## config.mk

```make
export PLATFORM = sky130hd
export DESIGN_NAME = approx_adder_arbiter_flat
export DESIGN_NICKNAME = d
export VERILOG_FILES = /design/src/rtl/approx_adder_arbiter_if.sv /design/src/rtl/approx_adder_arbiter.sv /design/src/flat_wrapper.sv
export SDC_FILE = /design/constraint.sdc
export NUM_CORES = 1
export LEC_CHECK = 0
export CORE_AREA = 2 2 179 93
export CTS_CLUSTER_DIAMETER = 80
export DETAILED_ROUTE_END_ITERATION = 8
export DIE_AREA = 0 0 181 95
export PLACE_DENSITY = 0.93
export SETUP_SLACK_MARGIN = 0.02
export SYNTH_ARGS = -nofsm -noshare
export SYNTH_HDL_FRONTEND = slang
export SYNTH_SLANG_ARGS = --single-unit
export TNS_END_PERCENT = 50
```

## constraint.sdc

```tcl
create_clock -name clk -period 4.6 [get_ports clk]
set_clock_uncertainty 0.05 [all_clocks]
set_input_delay 0.92 -clock clk [delete_from_list [all_inputs] [get_ports clk]]
set_output_delay 0.92 -clock clk [all_outputs]
set_load 0.005 [all_outputs]
```

## src/rtl/approx_adder_arbiter_if.sv

```systemverilog
// Request/response bundle between the arithmetic clients and the shared adder arbiter.
// Ports: per-requester valid/ready/operands, a single tagged response port, and a drain counter.
// master = client/consumer side, slave = arbiter side.
interface approx_adder_arbiter_if #(
    parameter int NUM_REQ  = 4,
    parameter int ID_WIDTH = $clog2(NUM_REQ)
);
    logic [NUM_REQ-1:0]       req_valid;
    logic [NUM_REQ-1:0]       req_ready;
    logic [NUM_REQ-1:0][31:0] req_a;
    logic [NUM_REQ-1:0][31:0] req_b;
    logic [NUM_REQ-1:0]       req_add;

    logic                     resp_valid;
    logic                     resp_ready;
    logic [ID_WIDTH-1:0]      resp_id;
    logic [31:0]              resp_sum;
    logic                     resp_carry;
    logic [15:0]              ops_done;

    modport master (
        output req_valid, req_a, req_b, req_add, resp_ready,
        input  req_ready, resp_valid, resp_id, resp_sum, resp_carry, ops_done
    );

    modport slave (
        input  req_valid, req_a, req_b, req_add, resp_ready,
        output req_ready, resp_valid, resp_id, resp_sum, resp_carry, ops_done
    );
endinterface

```

## src/rtl/approx_adder_arbiter.sv

```systemverilog
// Round-robin arbiter sharing one approximate 32-bit adder among NUM_REQ requesters.
// Latency: 1 cycle from acceptance (req_valid & req_ready) to resp_valid.
// Backpressure: a held, undrained response blocks all grants; req_ready is 0 while stalled.
//
// Ports: clk, reset (async, active-high), bus (slave modport of approx_adder_arbiter_if):
//   req_valid/req_ready/req_a/req_b/req_add per requester, resp_valid/resp_ready/resp_id/
//   resp_sum/resp_carry for the single registered result, ops_done counts drained results.
module approx_adder_arbiter #(
    parameter int NUM_REQ   = 4,
    parameter int APPROX_LV = 0,
    parameter int ID_WIDTH  = $clog2(NUM_REQ)
) (
    input  logic                 clk,
    input  logic                 reset,
    approx_adder_arbiter_if.slave bus
);
    typedef enum logic {
        ST_EMPTY = 1'b0,
        ST_FULL  = 1'b1
    } state_e;

    state_e              state_q,      state_d;
    logic [ID_WIDTH-1:0] ptr_q,        ptr_d;
    logic [ID_WIDTH-1:0] resp_id_q,    resp_id_d;
    logic [31:0]         resp_sum_q,   resp_sum_d;
    logic                resp_carry_q, resp_carry_d;
    logic [15:0]         ops_done_q,   ops_done_d;

    logic                resp_vld;
    logic                can_accept;
    logic                drain;
    logic                accept;
    logic                grant_vld;
    logic [ID_WIDTH-1:0] grant_idx;
    logic [ID_WIDTH-1:0] scan_idx;
    logic [NUM_REQ-1:0]  grant_onehot;

    logic [31:0]         op_a;
    logic [31:0]         op_b;
    logic                op_add;
    logic [31:0]         add_b;
    logic [31:0]         add_sum;
    logic                add_carry;

    assign resp_vld   = (state_q == ST_FULL);
    assign can_accept = !resp_vld || bus.resp_ready;
    assign drain      = resp_vld && bus.resp_ready;

    // Rotating-priority search: first asserted request at or above ptr, wrapping.
    always_comb begin
        grant_vld = 1'b0;
        grant_idx = '0;
        scan_idx  = '0;
        for (int k = 0; k < NUM_REQ; k++) begin
            scan_idx = ID_WIDTH'((int'(ptr_q) + k) % NUM_REQ);
            if (!grant_vld && bus.req_valid[scan_idx]) begin
                grant_vld = 1'b1;
                grant_idx = scan_idx;
            end
        end
    end

    // Grants are withheld while reset is asserted so nothing looks accepted
    // during a reset the flops will discard.
    assign accept = grant_vld && can_accept && !reset;

    always_comb begin
        grant_onehot = '0;
        if (accept) begin
            grant_onehot[grant_idx] = 1'b1;
        end
    end

    assign bus.req_ready = grant_onehot;

    // Operands of the granted requester feed the single shared adder.
    assign op_a   = bus.req_a[grant_idx];
    assign op_b   = bus.req_b[grant_idx];
    assign op_add = bus.req_add[grant_idx];

    // Subtract form is a + ~b with carry-in 0 (a - b - 1); no +1 is injected.
    assign add_b = op_add ? op_b : ~op_b;

    // Shared approximate adder: low APPROX_LV bits are OR'd with no carry
    // generation, the upper bits form an exact adder with carry-in 0.
    generate
        if (APPROX_LV <= 0) begin : g_adder_exact
            assign {add_carry, add_sum} = {1'b0, op_a} + {1'b0, add_b};
        end else if (APPROX_LV >= 32) begin : g_adder_all_or
            assign add_sum   = op_a | add_b;
            assign add_carry = 1'b0;
        end else begin : g_adder_approx
            localparam int HI_W = 32 - APPROX_LV;
            logic [HI_W:0] hi_sum;
            assign hi_sum    = {1'b0, op_a[31:APPROX_LV]} + {1'b0, add_b[31:APPROX_LV]};
            assign add_sum   = {hi_sum[HI_W-1:0], op_a[APPROX_LV-1:0] | add_b[APPROX_LV-1:0]};
            assign add_carry = hi_sum[HI_W];
        end
    endgenerate

    always_comb begin
        state_d      = state_q;
        ptr_d        = ptr_q;
        resp_id_d    = resp_id_q;
        resp_sum_d   = resp_sum_q;
        resp_carry_d = resp_carry_q;
        ops_done_d   = ops_done_q;

        if (drain) begin
            ops_done_d = ops_done_q + 16'd1;
            state_d    = ST_EMPTY;
        end

        // A grant in the drain cycle reloads the register, keeping it full.
        if (accept) begin
            state_d      = ST_FULL;
            resp_id_d    = grant_idx;
            resp_sum_d   = add_sum;
            resp_carry_d = add_carry;
            ptr_d        = (grant_idx == ID_WIDTH'(NUM_REQ - 1)) ? '0
                                                                 : grant_idx + ID_WIDTH'(1);
        end
    end

    always_ff @(posedge clk or posedge reset) begin
        if (reset) begin
            state_q      <= ST_EMPTY;
            ptr_q        <= '0;
            resp_id_q    <= '0;
            resp_sum_q   <= '0;
            resp_carry_q <= 1'b0;
            ops_done_q   <= '0;
        end else begin
            state_q      <= state_d;
            ptr_q        <= ptr_d;
            resp_id_q    <= resp_id_d;
            resp_sum_q   <= resp_sum_d;
            resp_carry_q <= resp_carry_d;
            ops_done_q   <= ops_done_d;
        end
    end

    assign bus.resp_valid = resp_vld;
    assign bus.resp_id    = resp_id_q;
    assign bus.resp_sum   = resp_sum_q;
    assign bus.resp_carry = resp_carry_q;
    assign bus.ops_done   = ops_done_q;
endmodule

```

## src/flat_wrapper.sv

```systemverilog
// flat-port wrapper written by rule: the top's interface ports become plain ports
module approx_adder_arbiter_flat 
#(
    parameter int NUM_REQ   = 4,
    parameter int APPROX_LV = 0,
    parameter int ID_WIDTH  = $clog2(NUM_REQ)
)
  (clk, reset, bus_req_valid, bus_req_a, bus_req_b, bus_req_add, bus_resp_ready, bus_req_ready, bus_resp_valid, bus_resp_id, bus_resp_sum, bus_resp_carry, bus_ops_done);
  approx_adder_arbiter_if #(.NUM_REQ(NUM_REQ), .ID_WIDTH(ID_WIDTH)) bus_i ();
  input  logic clk;
  input  logic reset;
  input wire logic [$bits(bus_i.req_valid)-1:0] bus_req_valid;
  input wire logic [$bits(bus_i.req_a)-1:0] bus_req_a;
  input wire logic [$bits(bus_i.req_b)-1:0] bus_req_b;
  input wire logic [$bits(bus_i.req_add)-1:0] bus_req_add;
  input wire logic [$bits(bus_i.resp_ready)-1:0] bus_resp_ready;
  output wire logic [$bits(bus_i.req_ready)-1:0] bus_req_ready;
  output wire logic [$bits(bus_i.resp_valid)-1:0] bus_resp_valid;
  output wire logic [$bits(bus_i.resp_id)-1:0] bus_resp_id;
  output wire logic [$bits(bus_i.resp_sum)-1:0] bus_resp_sum;
  output wire logic [$bits(bus_i.resp_carry)-1:0] bus_resp_carry;
  output wire logic [$bits(bus_i.ops_done)-1:0] bus_ops_done;
  assign bus_i.req_valid = bus_req_valid;
  assign bus_i.req_a = bus_req_a;
  assign bus_i.req_b = bus_req_b;
  assign bus_i.req_add = bus_req_add;
  assign bus_i.resp_ready = bus_resp_ready;
  assign bus_req_ready = bus_i.req_ready;
  assign bus_resp_valid = bus_i.resp_valid;
  assign bus_resp_id = bus_i.resp_id;
  assign bus_resp_sum = bus_i.resp_sum;
  assign bus_resp_carry = bus_i.resp_carry;
  assign bus_ops_done = bus_i.ops_done;
  approx_adder_arbiter #(.NUM_REQ(NUM_REQ), .APPROX_LV(APPROX_LV), .ID_WIDTH(ID_WIDTH)) u_core (.clk(clk), .reset(reset), .bus(bus_i));
endmodule
```

After elaboration in Yosys (flattened, before gate mapping)
Cells that the tools add are included.

Word-level logic and storage cells: 63. Register bits: 54.

Equal/unequal tests: 1. Order comparisons: 6. Bitwise logic cells: 1. Muxes and demuxes: 29. Reductions and logical operators: 14. Add/sub/neg operators: 6.

Operator list (count): 32-bit binary-select mux with 2-bit select (2); 32-bit 2-to-1 mux (3); 32-bit by 32-bit adder with 33-bit output (1); 32-bit NOT (1); 16-bit by 1-bit adder with 16-bit output, second input constant (1); 2-bit by 3-bit less-than comparator with 1-bit output, second input constant (5); 1-bit 2-to-1 mux (12); 1-bit binary-select mux with 2-bit select (5); 2-bit 2-to-1 mux (5); 1-bit logical AND (7); 1-bit zero test (5); 2-bit by 1-bit adder with 2-bit output, second input constant (2); 2-bit adder, second input constant (2); 4-bit 2-to-1 mux (1); 1-bit demux with 2-bit select (1); 2-bit equality test, second input constant (1); 2-bit by 1-bit greater-or-equal comparator with 1-bit output, second input constant (1); 2-bit nonzero test (1); 1-bit logical OR (1).

Logic depth before layout (Yosys ltp)
Depth in word-level cells: 17. Gate-level depth with buffers: 19. Depth with buffers taken out: 17.

Least setup slack after synthesis
Ideal clock, no wire load.

Path type: input-to-reg. From: in bus_req_valid[0]. To: reg u_core.resp_sum_q[24] (netlist: u_core.bus.resp_sum[24]). Path slack: 0.261 ns. Stages on the path: 18. Buffers on the path: 2. Data required time: 4.415 ns. Data arrival time: 4.154 ns. Library setup time: 0.135 ns. Cell sequence: a21oi_1 o21a_1 o22ai_4 inv_2 buf_2 clkbuf_1 nand2_1 a31oi_1 xor2_1 ha_1 fa_1 a21oi_1 o21ai_0 a221o_1 and4_4 o31ai_1 xor2_1 o21ai_0.

Word-level cells in the longest chain between the ends: 17. Elaborated cells on any way between the ends: 33. Those cells by class: add/sub: 1; mux: 23; bitwise: 1; reduce/logical: 8.

RTL lines: start, declared (RTL line flat_wrapper.sv:12) `input wire logic [$bits(bus_i.req_valid)-1:0] bus_req_valid;`; 1-bit binary-select mux with 2-bit select (RTL line approx_adder_arbiter.sv:56) `if (!grant_vld && bus.req_valid[scan_idx]) begin`; 1-bit 2-to-1 mux (not written as such) (RTL line approx_adder_arbiter.sv:56); 1-bit 2-to-1 mux (RTL line approx_adder_arbiter.sv:56); 1-bit zero test (RTL line approx_adder_arbiter.sv:56); 1-bit logical AND (RTL line approx_adder_arbiter.sv:56); 1-bit 2-to-1 mux (RTL line approx_adder_arbiter.sv:56); 1-bit zero test (RTL line approx_adder_arbiter.sv:56); 1-bit logical AND (RTL line approx_adder_arbiter.sv:56); 1-bit 2-to-1 mux (RTL line approx_adder_arbiter.sv:56); 1-bit zero test (RTL line approx_adder_arbiter.sv:56); 1-bit logical AND (RTL line approx_adder_arbiter.sv:56); 2-bit 2-to-1 mux (RTL line approx_adder_arbiter.sv:56); 32-bit binary-select mux with 2-bit select (RTL line approx_adder_arbiter.sv:78) `assign op_b = bus.req_b[grant_idx];`; 32-bit 2-to-1 mux (not written as such) (RTL line approx_adder_arbiter.sv:78); 32-bit NOT (RTL line approx_adder_arbiter.sv:82) `assign add_b = op_add ? op_b : ~op_b;`; 32-bit 2-to-1 mux (RTL line approx_adder_arbiter.sv:82); 32-bit by 32-bit adder with 33-bit output (RTL line approx_adder_arbiter.sv:88) `assign {add_carry, add_sum} = {1'b0, op_a} + {1'b0, add_b};`; end signal, assigned (RTL line approx_adder_arbiter.sv:137) `resp_sum_q <= resp_sum_d;`; end, declared (RTL line approx_adder_arbiter.sv:25) `logic [31:0] resp_sum_q, resp_sum_d;`.

Parallel ways exist; a longest one is shown, timed or not. The select of a mux whose other input is x is not followed. A chain may end at the register's enable or synchronous reset.

Final worst setup path
From: in bus_req_valid[3]. To: reg u_core.resp_sum_q[21] (netlist: u_core.bus.resp_sum[21]).

Same word-level chain as after synthesis.

==> run_results.csv <==
group,metric,value,unit
synth,synth_top_cell_by_area,"dfrtp_1",
synth,ys_ff_latch,54,
placement,gp_congestion,0.9737,
cells_and_area,regArea,1351,um^2
critical_path,cp_slowest_cell,"a2111o_1",
die,io_pins,323,
critical_path,cp_common_cell,"buf_4",
synth,async_flop_share,100.0,%
cts,clkSlewWorstSetupHoldPaths,70,ps
synth,synthDistinctLibCells,66,
routing,dr.pass1.iters,5,
die,dieArea,17200,um^2
critical_path,crit_chain,"dlymetal6s2s_1 -> buf_4 -> nor4_4 -> buf_4 -> nor2_4 -> buf_12 -> buf_12 -> and3_4 -> a31oi_4 -> xor2_2 -> ha_2 -> a21o_1 -> nand4_1 -> a2111o_1 -> a311oi_2 -> buf_4 -> buf_4 -> o21ai_0 -> nand3_1 -> nand2_1",
die,dieWidth,181,um
cells_and_area,drive_gt1_share,15.44,%
die,coreArea,15860,um^2
sta,drv_slew,0,
sta,tightestPinTransition,1130,ps
synth,syn_inst,930,
synth,synthTopCellsByArea,"dfrtp_1 21%, nand2_1 19%, ha_1 7.3%",
sta,setup_viol,0,
synth,yosys_most_used_dff,"dfrtp_1",
power,p_per_area,882.0,nW/um^2
critical_path,critPathMaxStageDelay,520,ps
worst_hold_path,hold_class,"reg -> reg",
synth,synth_top_area_share,21.31,%
cells_and_area,multi_input_area,4843,um^2
routing,first_iter_violations,760,
critical_path,cp_data_arrival_time,4660,ps
cts,clk_latency,300,ps
critical_path,endpoint_kind,"flip-flop",
placement,dp_cells,1529,
sta,hold_violations,0,
synth,synth-edff-count,0,
routing,route.detailed.drc,0,
cts,cts_tree,"built",
critical_path,cp_top_family,"compound AO/OA/AOI/OAI gates",
cells_and_area,fill_cells,1220,
cells_and_area,layout_commonest_cell,"nand2_1",
sta,timing.hold.ws,429.9,ps
synth,yosysSeqAreaShare,21.31,%
synth,yosys_warnings,0,
power,peakVddDrop,0.6166,mV
grt,grt_pass1_wl,42.04,mm
cells_and_area,final_cell_count_no_fill,1551,
routing,vias,8653,
die,initial_core_util,39.99,%
cells_and_area,fin_nets,1645,
critical_path,crit_required,4740,ps
cts,numCtsBuffers,5,
run_status,outcome,"finished clean",
placement,port-buffer-count,322,
critical_path,path_class,"in -> reg",
cts,htreeDepth,2,
cts,cts_hold_buf,0,
synth,synth_fp_nets,1235,
cts,clock_path_buffers,2,
cells_and_area,most-common-layout-cells,"321 x nand2_1, 318 x clkdlybuf4s50_1, 123 x buf_4",
routing,routed_wl,28.02,mm
grt,grtUsageTotal,30.55,%
grt,grt_overflow,0,
critical_path,path_max_fanout,31,
run,maxCapViolCount,0,
grt,antenna_found_initial,0,
critical_path,crit_path_start_kind,"input pin",
routing,wl_per_cell,18.06,um
critical_path,cp.buffers_inverters,7,
sta,fin_crit,4518,ps
routing,vias_per_cell,5.579,
sta,period_share,98.22,%
power,leakage,0.005009,uW
synth,postSynthAreaPerCell,6.817,um^2
sta,max_slew_margin,24.57,%
die,num_rows,33,
routing,ant_nets,0,
grt,grt_pass1_vias,8473,
synth,synth_area,6340,um^2
cts,clkSinkCount,54,
grt,grt_start_max_net_pins,55,
cells_and_area,area_growth,76.51,%
die,die_h,95,um
cells_and_area,n_antenna_cell,0,
sta,fmax,0.2213,GHz
cts,root_buffer,"clkbuf_16",
placement,hpwl,21.66,mm
[registers in the layout, indices dropped and copies added, names as in the netlist]
name / flops
u_core.ptr_q: 2
u_core.bus.resp_id: 2
u_core.bus.ops_done: 16
u_core.bus.resp_sum: 32
u_core.bus.resp_valid: 1
u_core.bus.resp_carry: 1
[routing by layer]
metal / wire length, um / GRT usage, %
met5: 0 / 0
met4: 899 / 9.892
met3: 2448 / 5.708
met2: 13330 / 56.15
met1: 11340 / 36.59
[logic make-up after synthesis]
logic type / after synthesis / synth area share [%]
flops: 54 / 21.31
simple gates: 485 / 33.89
xor+xnor: 62 / 8.565
mux: 3 / 0.4934
compound gates: 210 / 22.28
buf+inv: 78 / 5.841
fa+ha+maj: 38 / 7.618
[report_power, final]
| part | leakage [uW] | switching [uW] | internal [uW] | total [uW] |
|---|---|---|---|---|
| sequential | 0.000675 | 147 | 672 | 820 |
| clock | 0.0000735 | 183 | 219 | 402 |
| combinational | 0.00426 | 4410 | 4240 | 8650 |
[area by class of cell]
cell class | instances | area share, %
Multi-Input combinational cell | 798 | 43.28
Tap cell | 210 | 2.348
Clock inverter | 2 | 0.1453
Clock buffer | 6 | 1.241
Inverter | 18 | 0.7156
Timing Repair Buffer | 463 | 40.19
Sequential cell | 54 | 12.08
[cell usage after synthesis, types with 3 or more instances]
| library cell | instances |
|---|---|
| nand2_1 | 322 |
| and3_1 | 72 |
| a31oi_1 | 68 |
| dfrtp_1 | 54 |
| xor2_1 | 39 |
| ha_1 | 37 |
| a21oi_1 | 34 |
| o21ai_0 | 34 |
| nor2_1 | 27 |
| clkbuf_1 | 26 |
| buf_2 | 23 |
| xnor2_1 | 23 |
| nand3_1 | 20 |
| inv_1 | 17 |
| nand4_1 | 15 |
| a21o_1 | 8 |
| o21bai_1 | 7 |
| o31ai_1 | 7 |
| buf_6 | 6 |
| nor3_1 | 6 |
| o211ai_1 | 6 |
| o21a_1 | 5 |
| and2_1 | 4 |
| and4_1 | 4 |
| buf_1 | 4 |
| or3_1 | 4 |
| a211oi_1 | 3 |
| a21boi_0 | 3 |
| nand2b_1 | 3 |
| o311ai_0 | 3 |
| o31a_1 | 3 |
[worst reg2reg max path, delay by kind of cell (launching register included)]
| kind | cells | cell delay (ps) |
|---|---|---|
| AO/OA/AOI/OAI | 8 | 1660 |
| buffers and inverters | 5 | 720 |
| adder cells (fa/ha/maj) | 1 | 320 |
| AND/OR/NAND/NOR | 5 | 700 |
| flip-flops | 1 | 570 |
| XOR/XNOR | 1 | 200 |
[metrics by stage]
| stage | setup TNS [ps] | utilization (%) | worst slack [ps] | total power [uW] | area (um^2) |
|---|---|---|---|---|---|
| after floorplan | 0 | - | 261.0 | 5185 | 6340 |
| after global placement | -4636 | 66.99 | -490.4 | 8473 | 10620 |
| after detailed placement | -7855 | 66.99 | -616.6 | 8713 | 10620 |
| after CTS | 0 | 69.37 | 108.6 | 9459 | 11000 |
| after global routing | -31.94 | 70.58 | -31.94 | 10590 | 11190 |
| final | 0 | 70.58 | 82.07 | 9870 | 11190 |
[path summary, 6_finish.rpt]
check | cells past startpoint | from | to | slack [ps]
worst max-delay path | 20 | bus_req_valid[3] | u_core.bus.resp_sum[21] | 80
worst min-delay path | 1 | u_core.bus.ops_done[15] | u_core.bus.ops_done[15] | 430
worst max register to register | 20 | u_core.ptr_q[1] | u_core.bus.resp_sum[21] | 290
worst min register to register | 1 | u_core.bus.ops_done[15] | u_core.bus.ops_done[15] | 430
max in group asynchronous | 2 | reset | u_core.bus.resp_sum[14] | 2580
min in group asynchronous | 2 | reset | u_core.bus.resp_sum[19] | 1230
[timing repair]
item | CTS | global route
gates resized for setup | 29 | 30
pin swaps | 22 | 15
setup endpoints to repair | 17 | 19
setup buffers | 7 | 4
cloned | 1 | 2
(Power assumes the default switching activity.)
